==> config.mk <==
export PLATFORM = sky130hd
export DESIGN_NAME = flappy_collision_score
export DESIGN_NICKNAME = d
export VERILOG_FILES = /design/src/rtl/flappy_collision_score.sv
export SDC_FILE = /design/constraint.sdc
export NUM_CORES = 1
export LEC_CHECK = 0
export ABC_CLOCK_PERIOD_IN_PS = 3030
export CORE_MARGIN = 8
export CORE_UTILIZATION = 45
export CTS_CLUSTER_SIZE = 30
export DETAILED_ROUTE_END_ITERATION = 8
export PLACE_DENSITY = 0.89
export SYNTH_ARGS = -nofsm -noshare
export SYNTH_HDL_FRONTEND = slang
export SYNTH_SLANG_ARGS = --single-unit
==> constraint.sdc <==
create_clock -name clk -period 3.03 [get_ports clk]
set_clock_uncertainty 0.15 [all_clocks]
set_input_delay 0.303 -clock clk [delete_from_list [all_inputs] [get_ports clk]]
set_output_delay 0.303 -clock clk [all_outputs]
set_load 0.02 [all_outputs]
==> src/rtl/flappy_collision_score.sv <==
// Collision, score and game-state controller: tests the in-scope pipe/coin boxes against the fixed
// bird box, raises stop on a crash, and keeps BCD score, coin count and high score.
module flappy_collision_score #(
   parameter int BIRD_X_L   = 200,
   parameter int BIRD_X_R   = 229,
   parameter int CEIL_Y     = 0,
   parameter int FLOOR_Y    = 479,
   parameter int HIT_FILTER = 2
) (
   input  logic        clk,
   input  logic        reset,
   input  logic        start,
   input  logic        ack,
   input  logic [9:0]  bird_y_top,
   input  logic [9:0]  bird_y_bot,
   input  logic [2:0]  pipe_idx,
   input  logic [9:0]  pipe_x_l,
   input  logic [9:0]  pipe_x_r,
   input  logic [9:0]  gap_y_top,
   input  logic [9:0]  gap_y_bot,
   input  logic [2:0]  coin_idx,
   input  logic [9:0]  coin_x_l,
   input  logic [9:0]  coin_x_r,
   input  logic [9:0]  coin_y_top,
   input  logic [9:0]  coin_y_bot,
   output logic        stop,
   output logic        coin_hit,
   output logic [11:0] score,
   output logic [7:0]  coins,
   output logic [11:0] high_score,
   output logic        q_idle,
   output logic        q_run,
   output logic        q_done
);

   // state  | meaning
   // IDLE   | waiting for start; score, coins and filter held clear
   // RUN    | game in progress; collision, score and coin tracking active
   // DONE   | crashed; stop asserted, counters frozen until ack
   localparam logic [2:0] S_IDLE = 3'b001;
   localparam logic [2:0] S_RUN  = 3'b010;
   localparam logic [2:0] S_DONE = 3'b100;

   localparam logic [9:0] BXL     = 10'(BIRD_X_L);
   localparam logic [9:0] BXR     = 10'(BIRD_X_R);
   localparam logic [9:0] CEIL    = 10'(CEIL_Y);
   localparam logic [9:0] FLOOR   = 10'(FLOOR_Y);
   localparam logic [3:0] HIT_LIM = 4'(HIT_FILTER);

   logic [2:0] state, state_nxt;
   logic [3:0] cnt, cnt_inc, cnt_nxt;
   logic [2:0] prev_pipe, prev_coin;
   logic       collected, collected_eff;
   logic       x_ovl, y_bad, pipe_hit, pipe_crash, bound_crash, crash;
   logic       coin_ovl, coin_take;

   function automatic logic [11:0] bcd_inc(input logic [11:0] v);
      logic [3:0] h, t, o;
      h = v[11:8];
      t = v[7:4];
      o = v[3:0];
      if (v == 12'h999) return v;
      if (o == 4'd9) begin
         o = 4'd0;
         if (t == 4'd9) begin
            t = 4'd0;
            h = h + 4'd1;
         end else begin
            t = t + 4'd1;
         end
      end else begin
         o = o + 4'd1;
      end
      return {h, t, o};
   endfunction

   always_comb begin
      x_ovl       = (pipe_x_l <= BXR) && (pipe_x_r >= BXL);
      y_bad       = (bird_y_top < gap_y_top) || (bird_y_bot > gap_y_bot);
      pipe_hit    = x_ovl && y_bad;
      cnt_inc     = (cnt == 4'hF) ? cnt : cnt + 4'd1;
      cnt_nxt     = pipe_hit ? cnt_inc : 4'd0;
      pipe_crash  = pipe_hit && (cnt_inc >= HIT_LIM);
      bound_crash = (bird_y_top <= CEIL) || (bird_y_bot >= FLOOR);
      crash       = pipe_crash || bound_crash;
      coin_ovl    = (coin_x_l <= BXR) && (coin_x_r >= BXL) &&
                    (coin_y_top <= bird_y_bot) && (coin_y_bot >= bird_y_top);
      // A new coin index re-arms collection in the same cycle it appears.
      collected_eff = (coin_idx != prev_coin) ? 1'b0 : collected;
      coin_take     = coin_ovl && !collected_eff;
   end

   always_ff @(posedge clk or posedge reset) begin
      if (reset) state <= S_IDLE;
      else       state <= state_nxt;
   end

   always_comb begin
      state_nxt = S_IDLE;
      case (state)
         S_IDLE:  state_nxt = start ? S_RUN : S_IDLE;
         S_RUN:   state_nxt = crash ? S_DONE : S_RUN;
         S_DONE:  state_nxt = ack ? S_IDLE : S_DONE;
         default: state_nxt = S_IDLE;
      endcase
   end

   always_comb begin
      q_idle = (state == S_IDLE);
      q_run  = (state == S_RUN);
      q_done = (state == S_DONE);
      stop   = (state == S_DONE);
   end

   always_ff @(posedge clk or posedge reset) begin
      if (reset) begin
         score      <= 12'h000;
         coins      <= 8'd0;
         high_score <= 12'h000;
         coin_hit   <= 1'b0;
         cnt        <= 4'd0;
         prev_pipe  <= 3'd0;
         prev_coin  <= 3'd0;
         collected  <= 1'b0;
      end else begin
         case (state)
            S_IDLE: begin
               score     <= 12'h000;
               coins     <= 8'd0;
               cnt       <= 4'd0;
               coin_hit  <= 1'b0;
               prev_pipe <= pipe_idx;
               prev_coin <= coin_idx;
               collected <= 1'b0;
            end
            S_RUN: begin
               cnt       <= cnt_nxt;
               prev_pipe <= pipe_idx;
               prev_coin <= coin_idx;
               // A crash on the same cycle as a pipe change does not score that pipe.
               if (!crash && (pipe_idx != prev_pipe)) score <= bcd_inc(score);
               if (coin_take) begin
                  if (coins != 8'hFF) coins <= coins + 8'd1;
                  coin_hit  <= 1'b1;
                  collected <= 1'b1;
               end else begin
                  coin_hit  <= 1'b0;
                  collected <= collected_eff;
               end
            end
            S_DONE: begin
               coin_hit <= 1'b0;
               cnt      <= 4'd0;
               // BCD digits order the same as the raw 12-bit value.
               if (score > high_score) high_score <= score;
            end
            default: begin
               coin_hit <= 1'b0;
               cnt      <= 4'd0;
            end
         endcase
      end
   end

endmodule
After elaboration in Yosys (flattened, before gate mapping)

Index checks and enable logic that the tools add are counted.

Bits of input ports: 110
Output and inout port bits: 37
Flip-flop bits (word level): 47

Muxes and demuxes: 26
$lt $le $gt $ge: 12
Reductions and logical operators: 20
$add $sub $neg: 5
Equal/unequal tests: 16

Operator list:

| operator             | number |
|---|---|
| $mux 4               | 8 |
| $mux 12              | 2 |
| $pmux 12 s2          | 1 |
| $ge 10x8->1 const B  | 2 |
| $le 10x8->1 const B  | 2 |
| $add 4x1->4 const B  | 4 |
| $mux 8               | 2 |
| $pmux 8 s2           | 1 |
| $eq 12x12->1 const B | 1 |
| $eq 4x4->1 const B   | 3 |
| $gt 12x12->1         | 1 |
| $ge 10x10->1         | 1 |
| $ge 10x9->1 const B  | 1 |
| $gt 10x10->1         | 1 |
| $le 10x1->1 const B  | 1 |
| $le 10x10->1         | 1 |
| $lt 10x10->1         | 1 |
| $pmux 3 s3           | 1 |
| $add 8x1->8 const B  | 1 |
| $logic_and 1x1->1    | 8 |
| $ne 8x8->1 const B   | 1 |
| $mux 1               | 7 |
| $mux 3               | 2 |
| $ne 2x1->1 const B   | 3 |
| other kinds (17)     | 23 |

Logic depth before layout (Yosys ltp)

Gate-level depths: netlist (run 1).

Word-level depth: 12
Mapped depth: 11

Worst setup path after synthesis (run 1)

No wires, ideal clock.

Path type: input -> register
Start: input port gap_y_bot[8]
End: register score[8]
Setup slack: 126 ps
Cell stages on the path: 10
Arrival: 2630 ps
Path through: inv_1 > ha_1 > and4_4 > a221o_1 > o22a_1 > o211a_1 > o41a_1 > buf_2 > nor2_4 > mux2_2

Cells in the longest elaborated chain, start to end: 9

RTL lines:

| item                              | line | text |
|---|---|---|
| start: declaration                | 20   | `input logic [9:0] gap_y_bot,` |
| $gt 10x10->1                      | 79   | `y_bad = (bird_y_top < gap_y_top) \|\| (bird_y_bot > gap_y_bot);` |
| $logic_or 1x1->1                  | 79   |  |
| $logic_and 1x1->1                 | 80   | `pipe_hit = x_ovl && y_bad;` |
| $logic_and 1x1->1                 | 83   | `pipe_crash = pipe_hit && (cnt_inc >= HIT_LIM);` |
| $logic_or 1x1->1                  | 85   | `crash = pipe_crash \|\| bound_crash;` |
| $logic_not 1->1                   | 141  | `if (!crash && (pipe_idx != prev_pipe)) score <= bcd_inc(score);` |
| $logic_and 1x1->1                 | 141  |  |
| $ne 2x1->1 (no source line)       | -    |  |
| $reduce_and 5->1 (no source line) | -    |  |
| end signal: assignment            | 141  |  |
| end: declaration                  | 28   | `output logic [11:0] score,` |

No other way between the ends.
A chain may end at the register's enable or synchronous reset.

Final worst setup path (run 1)

Start: input port gap_y_bot[8]
End: register score[3]

Cells in the longest elaborated chain, start to end: 9

RTL lines:

| item                              | line |
|---|---|
| $gt 10x10->1                      | 79 |
| $logic_or 1x1->1                  | 79 |
| $logic_and 1x1->1                 | 80 |
| $logic_and 1x1->1                 | 83 |
| $logic_or 1x1->1                  | 85 |
| $logic_not 1->1                   | 141 |
| $logic_and 1x1->1                 | 141 |
| $ne 2x1->1 (no source line)       | - |
| $reduce_and 3->1 (no source line) | - |

No other way between the ends.

==> results of run 1 <==
==> logic make-up after synthesis <==
kind of cell	after synthesis	synth area share
flops	47	0.317
xor+xnor	7	0.0165
fa+ha+maj	59	0.199
simple gates	122	0.177
buf+inv	67	0.0690
mux	21	0.0616
compound gates	86	0.161
==> per-stage QoR <==
stage	hold WS, ns	setup slack [ns]	setup TNS [ns]	cell area, um2	total power [uW]
2_1_floorplan	0.270	0.126	0	3720	1420
3_3_place_gp	0.336	-0.311	-3.79	5430	1800
3_5_place_dp	0.340	-0.414	-4.94	5430	1860
4_1_cts	0.368	0.00313	0	5600	2450
5_1_grt	0.390	-0.0853	-0.249	5690	2610
6_report	0.370	0.00825	0	5690	2470
==> per-layer routing <==
layer | GRT usage | up-vias | routed length [um]
met5 | 0 | - | 0
met4 | 0.0643 | 0 | 389
met3 | 0.0642 | 36 | 1070
met2 | 0.389 | 171 | 6570
met1 | 0.232 | 1863 | 5010
li1 | - | 1819 | -
==> layout by cell type, fill, tap and decap left out, types with 3 or more instances in the layout <==
master | Yosys | final
clkdlybuf4s50_1 | 0 | 132
inv_1 | 61 | 59
ha_1 | 59 | 55
dfrtp_1 | 46 | 46
buf_4 | 1 | 32
nand2_1 | 26 | 26
o21ai_0 | 22 | 20
nor2_1 | 16 | 16
a21o_1 | 16 | 16
nand3_1 | 17 | 16
mux2_2 | 15 | 15
a21oi_1 | 12 | 12
nor3_1 | 10 | 10
and3_1 | 7 | 7
xor2_1 | 7 | 7
nand4_1 | 6 | 6
nand2b_1 | 6 | 6
nor4_1 | 6 | 6
mux2i_1 | 6 | 6
dlymetal6s2s_1 | 0 | 6
and2_1 | 5 | 5
clkbuf_8 | 0 | 5
nor2b_1 | 4 | 4
nand3b_1 | 4 | 4
o31ai_1 | 4 | 4
ha_4 | 0 | 4
a31oi_1 | 3 | 3
a211oi_1 | 3 | 3
o311a_1 | 3 | 3
o211a_1 | 3 | 3
or4_1 | 3 | 3
==> worst max-delay path: stages <==
cell	delay (ns)
clkdlybuf4s50_1	0.45
inv_1	0.07
ha_4	0.23
and4_4	0.19
a221o_1	0.34
o22a_1	0.25
o211a_1	0.24
o41a_1	0.49
buf_6	0.17
o21ai_0	0.21
o41ai_1	0.12
==> synth_stat cells, types with 7 or more instances <==
| master | n |
|---|---|
| a21o_1 | 16 |
| inv_1 | 61 |
| a21oi_1 | 12 |
| nand3_1 | 17 |
| nor3_1 | 10 |
| nand2_1 | 26 |
| nor2_1 | 16 |
| ha_1 | 59 |
| mux2_2 | 15 |
| xor2_1 | 7 |
| dfrtp_1 | 46 |
| o21ai_0 | 22 |
| and3_1 | 7 |
==> where the power goes <==
| part | switching (uW) | internal [uW] | total (uW) |
|---|---|---|---|
| Clock | 218 | 329 | 547 |
| Combinational | 543 | 577 | 1120 |
| Sequential | 87.4 | 714 | 801 |
==> what timing repair did <==
action	in CTS	in global routing
resized for setup	3	16
setup buffers	2	1
pin swaps	3	4
endpoints found under the setup margin	5	15
==> final timing paths <==
check                                     startpoint                   endpoint  slack, ns
max                                     gap_y_bot[8]       score[3]$_DFFE_PP0P_      0.008
max reg2reg                       state[2]$_DFF_PP0_       score[6]$_DFFE_PP0P_       0.46
min in group asynchronous                      reset       score[5]$_DFFE_PP0P_       0.39
min reg2reg                high_score[7]$_DFFE_PP0P_  high_score[7]$_DFFE_PP0P_       0.37
max in group asynchronous                      reset       coins[0]$_DFFE_PP0P_       1.73
min                        high_score[7]$_DFFE_PP0P_  high_score[7]$_DFFE_PP0P_       0.37
==> state kept, by name, summed over array words and instances, names as in the netlist <==
signal and flops:
high_score 12, prev_coin 3, state 3, collected 1, score 12, coin_hit 1
cnt 4, prev_pipe 3, coins 8
==> area by class of cell <==
type	count	area [um2]	share of cell area
Inverter	61	229	0.0403
Multi-Input combinational cell	295	2360	0.416
Timing Repair Buffer	171	1650	0.290
Tap cell	105	131	0.0231
Sequential cell	47	1180	0.207
Clock inverter	3	67.6	0.0119
Clock buffer	5	68.8	0.0121
==> flow_summary_export.csv, run 1 <==
group,metric,value,unit
sta,clock.fmax,331,MHz
cts,clk-insertion-delay-late,0.31,ns
cells_and_area,area_growth,52.9,%
cts,cts_max_level,2,
sta,setup_viol,0,
synth,synth_top_area_cell,"dfrtp_1",
cells_and_area,final_core_util,0.703,
critical_path,crit_required,3.07,ns
synth,ys_seq_area_frac,0.317,
floorplanning,die_w,107,um
global_route,antenna_found_initial,0,
synth,synth_edf_count,0,
synth,ys_warn_count,0,
floorplanning,die-area,11400,um2
floorplanning,io_pins,147,
critical_path,path_class,"in -> reg",
cts,clock-sinks,47,
power,p_per_area,434,nW/um2
cells_and_area,antenna_cells,0,
synth,synth_area_leaders,"dfrtp_1, ha_1, inv_1",
routing,vias_per_cell,5.66,
cts,clkSlewWorstSetupHoldPaths,0.10,ns
floorplanning,start_util,0.459,
cells_and_area,finalNetCount,750,
critical_path,crit_path_end_kind,"flop",
routing,num_vias,3889,
global_route,grt_max_degree,48,
cts,cts_made_buffers,5,
cells_and_area,drive_gt1_frac,0.127,
sta,maxSlewViolCount,0,
worst_hold_path,holdPathStages,2,
place,hpwl,10.2,mm
critical_path,cp-start-kind,"primary input",
worst_hold_path,hold_class,"reg -> reg",
power,vdd_drop_max,0.344,mV
flow_run,drv_cap,0,
routing,drc,0,
cts,cts-root-buf,"clkbuf_8",
synth,syn_inst,409,
cts,clockBufferDepth,2,
place,placed_cells,676,
sta,timing.final.crit_share,0.997,
floorplanning,die-height,107,um
synth,synth-main-ff-cell,"dfrtp_1",
critical_path,worstRegToRegCells,8,
cts,hold_buffers,0,
routing,wirelength,13.0,mm
routing,ant_nets,0,
sta,relSlewSlack,0.347,
global_route,grt.total_usage,0.214,
global_route,grt_remaining_overflow,0,
sta,min_period,3.02,ns
sta,hold_viol,0,
power,p_leak,0.00282,uW
global_route,grt_pass1_wl,19.6,mm
cells_and_area,stdcell_count,687,
run_status,status,"finished, final reports clean",
routing,drt_pass1_iterations,4,
critical_path,arrival,3.06,ns
cells_and_area,nFillCells,566,
critical_path,cp_max_fo,8,
cts,cts_tree,"yes",
place,gp_congestion,0.880,
floorplanning,core,8090,um2
synth,avgSynthCellArea,9.09,um2
sta,tightest_slew,0.978,ns
synth,synth_top_area_share,0.310,
floorplanning,row_count,33,
synth,syn_nets,578,
synth,syn-cell-area,3720,um2
synth,synth-seq-cells,47,
place,port_buffers,138,
synth,async_flop_share,1.00,
global_route,grt_pass1_vias,4030,
routing,drtIter0Drc,165,
synth,synth.distinct_cells,54,
routing,wl_per_cell,19.0,um
No activity file was read; power rests on OpenSTA's default activity.
==> inputs of run 2 (changes only) <==
--- a/config.mk
+++ b/config.mk
@@ -11,6 +11,7 @@
 export CTS_CLUSTER_SIZE = 30
 export DETAILED_ROUTE_END_ITERATION = 8
 export PLACE_DENSITY = 0.89
+export SKIP_LAST_GASP = 1
 export SYNTH_ARGS = -nofsm -noshare
 export SYNTH_HDL_FRONTEND = slang
 export SYNTH_SLANG_ARGS = --single-unit
==> results of run 2 <==
The final DEF is identical to that of run 1; final timing and power are the same.
==> inputs of run 3 (changes only) <==
--- a/config.mk
+++ b/config.mk
@@ -5,13 +5,14 @@
 export SDC_FILE = /design/constraint.sdc
 export NUM_CORES = 1
 export LEC_CHECK = 0
-export ABC_CLOCK_PERIOD_IN_PS = 3030
+export ABC_CLOCK_PERIOD_IN_PS = 2950
 export CORE_MARGIN = 8
 export CORE_UTILIZATION = 45
 export CTS_CLUSTER_SIZE = 30
 export DETAILED_ROUTE_END_ITERATION = 8
 export PLACE_DENSITY = 0.89
 export SKIP_LAST_GASP = 1
+export SLEW_MARGIN = 20
 export SYNTH_ARGS = -nofsm -noshare
 export SYNTH_HDL_FRONTEND = slang
 export SYNTH_SLANG_ARGS = --single-unit
==> constraint.sdc (replaced) <==
create_clock -name clk -period 2.95 [get_ports clk]
set_clock_uncertainty 0.15 [all_clocks]
set_input_delay 0.295 -clock clk [delete_from_list [all_inputs] [get_ports clk]]
set_output_delay 0.295 -clock clk [all_outputs]
set_load 0.02 [all_outputs]
==> flow_summary_export.csv, run 3 (synthesized netlist as in run 1, its figures left out) <==
group,metric,value,unit
run_status,status,"finished with violations",
run_status,violations,"setup timing",
cts,cts_tree,"yes",
power,p_leak,0.00285,uW
cells_and_area,finalNetCount,751,
power,power_frac_seq,0.335,
routing,drt_pass1_iterations,5,
global_route,grt_remaining_overflow,0,
place,port_buffers,138,
critical_path,reg2reg_to,"coins[4]$_DFFE_PP0P_",
place,gp_congestion,0.892,
power,vdd_drop_max,0.289,mV
cts,cts_made_buffers,5,
critical_path,arrival,3.04,ns
critical_path,cp_max_fo,4,
cts,clkSlewWorstSetupHoldPaths,0.09,ns
critical_path,crit_required,3.00,ns
floorplanning,die-height,107,um
routing,wirelength,13.3,mm
cells_and_area,final_core_util,0.711,
global_route,antenna_found_initial,0,
global_route,grt_pass1_vias,4043,
place,placed_area,5440,um2
routing,drc,0,
floorplanning,die_w,107,um
cts,clock-sinks,47,
global_route,grt_pass1_wl,19.5,mm
critical_path,worstRegToRegCells,7,
power,p_per_area,426,nW/um2
cells_and_area,drive_gt1_frac,0.153,
global_route,grt.total_usage,0.209,
sta,clock.fmax,334,MHz
sta,min_period,2.99,ns
sta,setup_slack,-0.0420,ns
sta,maxSlewViolCount,0,
routing,drtIter0Drc,217,
flow_run,drv_cap,0,
critical_path,path_cells,"dlygate4sd2_1 -> ha_1 -> and4_4 -> a221o_1 -> o22a_1 -> o211a_1 -> o41a_1 -> nor2_4 -> mux2_4",
power,clkPwrFrac,0.177,
sta,timing.final.crit_share,1.01,
critical_path,cp_slowest_stage_delay,0.53,ns
power,p_int,1560,uW
global_route,grt_max_degree,30,
critical_path,path_class,"in -> reg",
cells_and_area,mostFrequentLayoutCells,"clkdlybuf4s50_1, inv_1, ha_1, dfrtp_1, buf_4",
cells_and_area,stdcell_area,5750,um2
sta,setup_viol,4,
place,dp_slack,-0.460,ns
floorplanning,row_count,33,
cells_and_area,area_growth,54.8,%
critical_path,crit_buf_inv,1,
cts,clk-insertion-delay-late,0.30,ns
cts,cts_max_level,2,
worst_hold_path,hold_class,"in -> async",
critical_path,crit_family,"compound AO/OA/AOI/OAI gates",
floorplanning,core,8090,um2
routing,num_vias,3895,
critical_path,r2r_start,"state[2]$_DFF_PP0_",
power,pwr-share-comb,0.488,
critical_path,critPathSlowestCell,"o41a_1",
sta,hold_viol,0,
routing,wl_per_cell,19.3,um
power,p_sw_frac,0.364,
floorplanning,die-area,11400,um2
routing,ant_nets,0,
cells_and_area,top_regs,"high_score (12), score (12), coins (8)",
routing,vias_per_cell,5.66,
sta,tightest_slew,0.494,ns
critical_path,crit_path_end_kind,"flop",
cells_and_area,layout_commonest_cell,"clkdlybuf4s50_1",
critical_path,rrSetupSlack,0.35,ns
place,hpwl,9.92,mm
cells_and_area,antenna_cells,0,
power,p_sw,892,uW
floorplanning,io_pins,147,
cts,cts-root-buf,"clkbuf_8",
sta,relSlewSlack,0.668,
cts,clockBufferDepth,2,
floorplanning,start_util,0.459,
critical_path,cp-start-kind,"primary input",
==> run 3: metal layers <==
metal  part of all wire  track usage  wire (um)
met1               0.40        0.240       5360
met4              0.024       0.0452        319
met3              0.087       0.0666       1160
met2               0.49        0.371       6470
met5                  0            0          0
==> run 3: repair_timing <==
action,CTS,global route
setup buffers,0,1
gates resized for setup,13,31
endpoints found under the setup margin,12,19
hold buffers,0,0
pin swaps,9,17
cloned,1,0
==> run 3: per-stage QoR <==
stage / cells / TNS, ns / total power (uW) / hold WS (ns)
2_1_floorplan: 409 / 0 / 1460 / 0.262
3_3_place_gp: 678 / -5.28 / 1870 / 0.337
3_5_place_dp: 678 / -6.65 / 1920 / 0.350
4_1_cts: 687 / -0.0125 / 2400 / 0.154
5_1_grt: 688 / -0.289 / 2620 / 0.192
6_report: 688 / -0.106 / 2450 / 0.141
==> run 3: worst register-to-register path, stage by stage (launching register included) <==
cell	delay (ns)
dfrtp_1	0.42
nor2_1	0.10
nand2_1	0.27
nor4_1	0.47
o311a_1	0.31
nand3_2	0.15
or4_1	0.50
a21oi_1	0.16
==> run 3: layout make-up <==
| class | count | area, um2 |
|---|---|---|
| clock buffers | 7 | 96.3 |
| clock inverters | 1 | 7.51 |
| flip-flops and latches | 47 | 1180 |
| well taps | 105 | 131 |
| inverters | 61 | 229 |
| repair buffers | 172 | 1660 |
| multi-input cells | 295 | 2450 |
| fillers | 547 | 2340 |
==> run 3: worst max-delay path by stage <==
stage / start / to / slack, ns / cells after the start
after global routing: gap_y_bot[1] / score[9]$_DFFE_PP0P_ / -0.06 / 11
after CTS: gap_y_bot[6] / score[11]$_DFFE_PP0P_ / -0.01 / 11
after global placement: gap_y_bot[8] / score[11]$_DFFE_PP0P_ / -0.39 / 11
final: bird_y_bot[6] / score[9]$_DFFE_PP0P_ / -0.04 / 9
after floorplan: gap_y_bot[8] / score[8]$_DFFE_PP0P_ / 0.05 / 10
after detailed placement: gap_y_bot[8] / score[11]$_DFFE_PP0P_ / -0.46 / 11
==> run 3: power groups by stage <==
stage | sequential (uW) | clock [uW] | combinational [uW]
6_report | 823 | 433 | 1200
5_1_grt | 839 | 470 | 1310
4_1_cts | 822 | 441 | 1140
3_5_place_dp | 835 | 0 | 1090
3_3_place_gp | 822 | 0 | 1040
2_1_floorplan | 839 | 0 | 619
